### src/rtl/pattern_loader.sv
// Frame sequencer between the color-pattern generator and the NeoPixel serializer.
// Build option: define PATTERN_LOADER_HOLD_EN to add the `hold` (frozen display) input.
module pattern_loader #(
    parameter int GAP_CYCLES = 50000,
    parameter int GAP_W      = 16
) (
    input  logic             clock,
    input  logic             reset,
    input  logic             enable,
`ifdef PATTERN_LOADER_HOLD_EN
    input  logic             hold,
`endif
    input  logic [62:0][7:0] color_array,
    input  logic [62:0][2:0] pixel_array,
    input  logic [6:0]       max_num_loads,
    output logic             load_valid,
    input  logic             load_ready,
    output logic [2:0]       load_pixel,
    output logic [7:0]       load_color,
    output logic             send_it,
    input  logic             send_done,
    output logic             busy
);

    localparam int ENTRIES = 63;

    typedef enum logic [2:0] {IDLE, LOAD, SEND, WAIT_DONE, GAP} state_t;

    state_t           state;
    logic [5:0]       ptr;
    logic [5:0]       cnt;
    logic [5:0]       n;
    logic [GAP_W-1:0] gap;
`ifdef PATTERN_LOADER_HOLD_EN
    logic [5:0]       start_ptr;
`endif

    logic [5:0] n_next;
    logic [5:0] cnt_inc;
    logic [5:0] ptr_inc;
    logic       gap_last;
    logic       frame_go;

    // Requests larger than the table size saturate to one full pass of the table.
    function automatic logic [5:0] sat_loads(input logic [6:0] req);
        return (req > 7'(ENTRIES)) ? 6'(ENTRIES) : req[5:0];
    endfunction

    function automatic logic [5:0] wrap_inc(input logic [5:0] p);
        return (p == 6'(ENTRIES - 1)) ? 6'd0 : p + 6'd1;
    endfunction

    assign n_next   = sat_loads(max_num_loads);
    assign cnt_inc  = cnt + 6'd1;
    assign ptr_inc  = wrap_inc(ptr);
    assign gap_last = (gap == GAP_W'(GAP_CYCLES - 1));
    // A frame starts from IDLE or directly at the end of the blink gap.
    assign frame_go = enable && ((state == IDLE) || ((state == GAP) && gap_last));

    // Payload is a live view of the tables so a pattern switch shows up on the next load.
    assign load_pixel = load_valid ? pixel_array[ptr] : 3'd0;
    assign load_color = load_valid ? color_array[ptr] : 8'd0;

    always_ff @(posedge clock or negedge reset) begin
        if (!reset) begin
            state      <= IDLE;
            ptr        <= '0;
            cnt        <= '0;
            n          <= '0;
            gap        <= '0;
            load_valid <= 1'b0;
            send_it    <= 1'b0;
            busy       <= 1'b0;
`ifdef PATTERN_LOADER_HOLD_EN
            start_ptr  <= '0;
`endif
        end else begin
            send_it <= 1'b0;
            unique case (state)
                IDLE: ;
                LOAD: begin
                    if (load_ready) begin
                        cnt <= cnt_inc;
                        ptr <= ptr_inc;
                        if (cnt_inc == n) begin
                            state      <= SEND;
                            load_valid <= 1'b0;
                            send_it    <= 1'b1;
                        end
                    end
                end
                SEND: state <= WAIT_DONE;
                WAIT_DONE: begin
                    if (send_done) begin
                        state <= GAP;
                        gap   <= '0;
                    end
                end
                GAP: begin
                    gap <= gap + GAP_W'(1);
                    if (gap_last) begin
                        state <= IDLE;
                        busy  <= 1'b0;
                    end
                end
                default: state <= IDLE;
            endcase

            // Frame start overrides the IDLE/GAP exit above.
            if (frame_go) begin
                n    <= n_next;
                cnt  <= '0;
                busy <= 1'b1;
                if (n_next != 6'd0) begin
                    state      <= LOAD;
                    load_valid <= 1'b1;
                end else begin
                    state   <= SEND;
                    send_it <= 1'b1;
                end
`ifdef PATTERN_LOADER_HOLD_EN
                if (hold) ptr <= start_ptr;
                else      start_ptr <= ptr;
`endif
            end
        end
    end

endmodule

### config.mk
export PLATFORM = sky130hd
export DESIGN_NAME = pattern_loader
export DESIGN_NICKNAME = d
export VERILOG_FILES = /design/src/rtl/pattern_loader.sv
export SDC_FILE = /design/constraint.sdc
export NUM_CORES = 1
export LEC_CHECK = 0
export BUFFER_PORTS_ARGS = -buffer_cell sky130_fd_sc_hd__buf_2
export CAP_MARGIN = 20
export CORE_AREA = 3 3 279 281
export DETAILED_ROUTE_END_ITERATION = 16
export DIE_AREA = 0 0 282 284
export PLACE_DENSITY = 0.43
export SYNTH_ARGS = -nofsm -noshare
export SYNTH_HDL_FRONTEND = slang
export SYNTH_SLANG_ARGS = --single-unit
### constraint.sdc
create_clock -name clock -period 6.7 [get_ports clock]
set_clock_uncertainty 0.05 [all_clocks]
set_input_delay 1.005 -clock clock [delete_from_list [all_inputs] [get_ports clock]]
set_output_delay 1.005 -clock clock [all_outputs]
set_load 0.1 [all_outputs]
==> results.py, run 1 <==
metrics = {
    "setup_path": {
        "end_kind": "primary output",
        "criticalPathCategory": "register to primary output",
        "cp-start-kind": "register",
        "cp.depth": 6,
        "cpMaxStageDelayCell": "dfrtp_4",
        "critical-path-top-delay-family": "compound AO/OA/AOI/OAI gates",
        "critPathArrivalTime_ns": 4.42,
        "path_buf_inv": 2,
        "rr_startpoint": "ptr[0]",
        "cpPeakStageDelay_ns": 1.01,
        "timing.rr.end": "ptr[0]",
        "crit_chain": "buf_4 > mux4_2 > a221oi_1 > o21ai_1 > a32o_1 > buf_2",
        "required_ns": 5.64,
        "cp_max_fo": 44,
        "r2r_slack_ns": 4.12,
        "r2r_cells": 7,
    },
    "yosys": {
        "synth_largest_area_cell": "mux4_2",
        "synth-seq-cells": 40,
        "synth_top_area_share_pct": 40.1,
        "synth_area_um2": 7760,
        "synth_area_leaders": "mux4_2 40%, dfrtp_1 13%, mux2i_1 11%, nand2_1 3.1%, mux2_2 2.6%",
        "yosysSeqAreaShare_pct": 12.9,
        "synth.mux.area_fraction_pct": 53.4,
        "ys.flop_type": "dfrtp_1",
        "synthAdderAreaFrac_pct": 0.645,
        "syn_avg_cell_area_um2": 10.8,
        "syn-num-nets": 1425,
        "netlist_instances": 716,
        "synth_enable_flop_cells": 0,
        "yosys_warnings": 0,
        "postSynth.asyncResetShare_pct": 100,
        "synth_compound_area_share_pct": 16.3,
        "synth_top_family_by_area": "multiplexers",
        "ys_types": 49,
        "synth-simple-area-share_pct": 10.1,
        "yosys.area_share.xor_xnor_pct": 1.35,
    },
    "grt": {
        "grt-ovfl-total": 0,
        "groute.usage.overall_pct": 13.7,
        "antenna_found_initial": 21,
        "grt_pass1_vias": 10103,
        "grt_pass1_wl_um": 77500,
        "grt_max_degree": 54,
    },
    "floorplan": {
        "coreArea_um2": 75700,
        "rows": 101,
        "die_area_um2": 80100,
        "initial_core_util_pct": 10.3,
        "ios": 719,
        "dieWidth_um": 282,
        "dieHeight_um": 284,
    },
    "detailed_routing": {
        "vias_per_cell": 4.15,
        "via_count": 9803,
        "totalWireLength_um": 59600,
        "drtPass1Iterations": 6,
        "postRouteAntennaNets": 0,
        "drc": 0,
        "drtIter0Drc": 698,
        "wl_per_cell_um": 25.2,
    },
    "hold_path": {
        "hp-class": "register to register",
        "hold_start": "gap[15]",
        "min_to": "gap[15]",
        "hold_path_depth": 1,
    },
    "clocking": {
        "cts_tree": "yes",
        "cts_sinks": 40,
        "holdBufCountCts": 0,
        "insertion_delay_ns": 0.28,
        "cts.clk_slew.worst_paths_ns": 0.06,
        "post-cts-setup-buffers": 0,
        "cts-resized-gates": 0,
        "htreeDepth": 2,
        "clock_path_buffers": 2,
        "cts_root_buffer": "clkbuf_16",
        "numCtsBuffers": 5,
    },
    "final_layout": {
        "final_cell_mix": "718 x buf_2, 138 x mux4_2, 83 x mux2i_1",
        "area_delta_synth_final_pct": 60.9,
        "final_common_cell": "buf_2",
        "layout.nets": 2090,
        "drive_gt1_share_pct": 65.6,
        "stdcell_count": 2365,
        "fin_area_um2": 12500,
    },
    "sta": {
        "fin_crit_ns": 5.47,
        "maxSlewHeadroom_pct": 26.4,
        "setup_viol": 0,
        "rsz0062_at_grt": "no",
        "finalSetupTns_ns": 0,
        "worst_pin_slew_ns": 1.10,
        "fmax_mhz": 183,
        "report.final.hold_viol_count": 0,
        "layout_worst_path_cycle_share_pct": 81.7,
        "maxSlewViolCount": 0,
    },
    "place": {
        "place_area_um2": 12300,
        "globalplace.congestion": 0.938,
        "dp_cells": 2349,
        "hpwlAfterDp_um": 52200,
        "io_buffers": 718,
    },
    "flow_run": {
        "cap_violations": 0,
    },
    "pwr": {
        "powerDensity_nw_per_um2": 66.2,
        "ir_drop_mv": 0.0726,
        "finalPower_mw": 0.827,
        "leakagePower_nw": 5.24,
    },
    "outcome": {
        "status": "finished, final reports clean",
    },
}
## power by group
group          switching, mW  internal (mW)
logic                  0.142          0.217
clock network         0.0893          0.138
registers                  0          0.242
## worst register-to-register path, cell delays in order, from the launching register on
cell and delay (ns):
dfrtp_4 1.01, buf_12 0.46, inv_1 0.15, ha_1 0.25
and3_1 0.22, nand3_1 0.08, nand2_1 0.08, o21ai_0 0.17
## worst max path at each step
stage	startpoint	end	slack, ns
after floorplan	pixel_array[45]	load_pixel[0]	3.14
after global placement	ptr[0]	load_color[2]	1.69
after detailed placement	ptr[0]	load_color[2]	1.65
after CTS	ptr[0]	load_color[2]	1.33
after global routing	ptr[0]	load_color[2]	1.13
final	ptr[0]	load_color[2]	1.23
## stage by stage
step	hold WS, ns	utilization, %	setup slack [ns]
2_1_floorplan	0.390	-	3.14
3_3_place_gp	0.426	16.3	1.69
3_5_place_dp	0.430	16.3	1.65
4_1_cts	0.443	16.5	1.33
5_1_grt	0.475	16.5	1.13
6_report	0.436	16.5	1.23
## flip-flops by register name (all words and copies together), names as in the netlist
signal,cells
state,3
gap,16
cnt,6
load_valid,1
n,6
send_it,1
ptr,6
busy,1
## per-layer routing
layer | track usage (%) | vias to the layer above | wire, um
li1 | - | 4354 | -
met1 | 18.2 | 4809 | 25500
met2 | 24.5 | 589 | 29500
met3 | 1.40 | 49 | 3790
met4 | 1.56 | 2 | 766
met5 | 0 | - | 12
## final cells by class
cell class / instances / area, um2
multi-input cells: 595 / 6340
inverters: 4 / 15.0
clock inverters: 1 / 5.00
clock buffers: 7 / 133
diodes: 5 / 12.5
fillers: 8581 / 63200
well taps: 978 / 1220
flip-flops and latches: 40 / 1010
repair buffers: 735 / 3740
## synth_stat cells (2+ instances only)
master	n
buf_6	7
o31ai_1	9
nor3b_1	3
ha_1	4
nor3_1	3
a21oi_1	26
a211oi_1	13
xnor2_1	7
o211ai_1	6
o22ai_1	17
a21o_1	2
nand3_1	17
buf_1	5
o221ai_1	5
nand3b_1	2
a32o_1	11
nor2_1	19
nand2b_1	4
and3b_1	2
a221o_1	6
inv_1	4
buf_2	32
and3_1	5
dfrtp_1	40
or2_2	3
buf_4	6
mux4_2	138
o21ai_1	9
or3_1	5
nand2_1	65
mux2_2	18
clkbuf_1	27
o21ai_0	30
a31oi_1	8
a221oi_1	21
mux2i_1	83
xor2_1	5
o32a_1	2
nand4_1	10
a22oi_1	17
nor2b_1	12
## cell families (layout without fill, tap and decap cells)
family,count (synthesis),in the layout
fa+ha+maj,4,4
buf+inv,81,747
xor+xnor,12,12
flops,40,40
simple gates,157,157
mux,239,239
compound gates,183,183
other cells,0,5
No activity file was read; power rests on OpenSTA's default activity.
==> run 2, diff against run 1 <==
- CORE_AREA: 3 3 279 281 -> 3 3 275 277
- DIE_AREA: 0 0 282 284 -> 0 0 278 280
- clock period: 6.7 -> 5.15 ns (I/O delays scaled with it)
==> run 2 against run 1 <==
  * Via count is 0.72% higher
  * Core utilization is 1.1 points higher
  * Routed wire length is 3.2% higher
  * Register-to-register slack worse by 1.4 ns
  * Cell count hardly changed
  * Die area is 2.8% lower
  * Sequential cell count stayed put
  * Clock power is 62% higher
  * Clock-buffer cell count is 2 lower
  * Global-route usage is 1.1 points higher
  * Power is 38% higher
  * Non-clock buffer count is 16 higher
  * Critical path type unchanged
  * Largest cell class unchanged
==> results.py, run 2 (same netlist as run 1, synthesis figures left out) <==
metrics = {
    "setup_path": {
        "critPathArrivalTime_ns": 3.72,
        "cp-startpoint": "ptr[0]",
        "timing.rr.end": "ptr[3]",
        "path_buf_inv": 2,
        "end_kind": "primary output",
        "cp_max_fo": 52,
        "cp-start-kind": "register",
        "criticalPathCategory": "register to primary output",
        "rr_startpoint": "ptr[0]",
        "cpPeakStageDelay_ns": 0.77,
        "cpMaxStageDelayCell": "dfrtp_4",
        "cp_common_cell": "buf_12",
        "crit_chain": "buf_12 > mux4_2 > nor2b_1 > a211oi_1 > o22ai_1 > a32o_1 > buf_12",
        "required_ns": 4.33,
        "r2r_slack_ns": 2.72,
        "r2r_cells": 7,
        "critical-path-top-delay-family": "compound AO/OA/AOI/OAI gates",
    },
    "pwr": {
        "powerDensity_nw_per_um2": 89.2,
        "power_switching_share_pct": 27.7,
        "ir_drop_mv": 0.122,
        "switchingPower_mw": 0.318,
        "leakagePower_nw": 5.37,
        "internal_power_mw": 0.827,
        "comb_power_share_pct": 40.5,
        "power_frac_seq_pct": 27.4,
        "pwr-share-clk_pct": 32.1,
    },
    "grt": {
        "grt_max_degree": 53,
        "grt-ovfl-total": 0,
        "grt_pass1_wl_um": 81600,
        "groute.usage.overall_pct": 14.8,
        "antenna_found_initial": 24,
        "grt_pass1_vias": 10637,
    },
    "clocking": {
        "cts_tree": "yes",
        "numCtsBuffers": 5,
        "cts_sinks": 40,
        "cts.clk_slew.worst_paths_ns": 0.06,
        "clock_path_buffers": 2,
        "htreeDepth": 2,
        "holdBufCountCts": 0,
        "cts_root_buffer": "clkbuf_16",
        "post-cts-setup-buffers": 0,
        "cts-resized-gates": 0,
        "insertion_delay_ns": 0.29,
    },
    "sta": {
        "finalSetupTns_ns": 0,
        "maxSlewViolCount": 0,
        "report.final.hold_viol_count": 0,
        "fin_ws_ns": 0.608,
        "fmax_mhz": 220,
        "setup_viol": 0,
        "rsz0062_at_grt": "no",
        "fin_crit_ns": 4.54,
        "worst_pin_slew_ns": 0.945,
        "maxSlewHeadroom_pct": 37.0,
        "layout_worst_path_cycle_share_pct": 88.2,
        "fin_hold_ws_ns": 0.442,
    },
    "hold_path": {
        "hp-class": "register to register",
        "min_to": "gap[15]",
        "hold_start": "gap[15]",
        "hold_path_depth": 1,
    },
    "floorplan": {
        "rows": 99,
        "dieWidth_um": 278,
        "dieHeight_um": 280,
        "initial_core_util_pct": 10.6,
        "die_area_um2": 77800,
        "ios": 719,
        "coreArea_um2": 73100,
    },
    "detailed_routing": {
        "drc": 0,
        "via_count": 9874,
        "drtPass1Iterations": 4,
        "postRouteAntennaNets": 0,
        "wl_per_cell_um": 26.0,
        "vias_per_cell": 4.17,
        "totalWireLength_um": 61500,
        "drtIter0Drc": 531,
    },
    "final_layout": {
        "nFillCells": 8288,
        "drive_gt1_share_pct": 66.2,
        "stdcell_count": 2366,
        "final_cell_mix": "708 x buf_2, 138 x mux4_2, 83 x mux2i_1",
        "layout.nets": 2106,
        "area_delta_synth_final_pct": 65.3,
        "final_common_cell": "buf_2",
        "largest-register": "gap",
        "largest_reg_flops": 16,
    },
    "place": {
        "io_buffers": 718,
        "globalplace.congestion": 0.948,
        "dp_cells": 2347,
        "place_ws_ns": 0.821,
        "hpwlAfterDp_um": 54100,
    },
    "flow_run": {
        "cap_violations": 0,
    },
    "outcome": {
        "status": "finished, final reports clean",
    },
}
## run 2: changes by cell type in the layout (fill, tap and decap cells not counted), sizes merged
cell / previous run / this run
buf: 734 / 751
inv: 4 / 5
clkinv: 1 / 0
bufinv: 0 / 1
clkinvlp: 0 / 1
clkbuf: 8 / 5
diode: 5 / 9
## run 2: power groups by stage
stage	combinational (mW)	sequential, mW	clock [mW]
CTS	0.470	0.314	0.378
global placement	0.466	0.320	0
detailed placement	0.468	0.320	0
global route	0.500	0.314	0.396
finish	0.463	0.314	0.368
floorplan	0.120	0.320	0
## run 2: layer usage
| layer | GRT usage (%) | part of all wire [%] | up-vias |
|---|---|---|---|
| met4 | 2.33 | 1.6 | 6 |
| met1 | 18.1 | 40 | 4894 |
| li1 | - | - | 4389 |
| met2 | 27.1 | 51 | 528 |
| met3 | 3.12 | 7.1 | 57 |
| met5 | 0 | 0.068 | - |
## run 2: final cells by class
| class | instances | area (um2) | share of cell area, % |
|---|---|---|---|
| Antenna cell | 9 | 22.5 | 0.176 |
| Clock buffer | 5 | 125 | 0.975 |
| Clock inverter | 3 | 46.3 | 0.361 |
| Inverter | 4 | 15.0 | 0.117 |
| Multi-Input combinational cell | 595 | 6340 | 49.4 |
| Sequential cell | 40 | 1010 | 7.91 |
| Tap cell | 959 | 1200 | 9.35 |
| Timing Repair Buffer | 751 | 4070 | 31.7 |
## run 2: worst max path at each step
stage / slack [ns] / cells after the start / end
final: 0.61 / 7 / load_color[6]
after CTS: 0.50 / 7 / load_color[6]
after global placement: 0.81 / 7 / load_color[6]
after floorplan: 1.91 / 8 / load_color[6]
after global routing: 0.46 / 7 / load_color[6]
after detailed placement: 0.82 / 7 / load_color[6]
## run 2: worst reg2reg max path, delay by kind of cell, from the launching register on
family                     cells  cell delay [ns]
buffers and inverters          2             0.79
DFF                            1             0.68
AOI/OAI and AO/OA              3             0.30
adders and majority gates      1             0.25
and+or+nand+nor                1             0.22
## run 2: stage by stage
step | area [um2] | power [mW] | utilization [%]
global route | 12800 | 1.21 | 17.5
finish | 12800 | 1.14 | 17.6
global placement | 12600 | 0.786 | 17.3
detailed placement | 12600 | 0.788 | 17.3
CTS | 12800 | 1.16 | 17.5
floorplan | 7760 | 0.440 | -
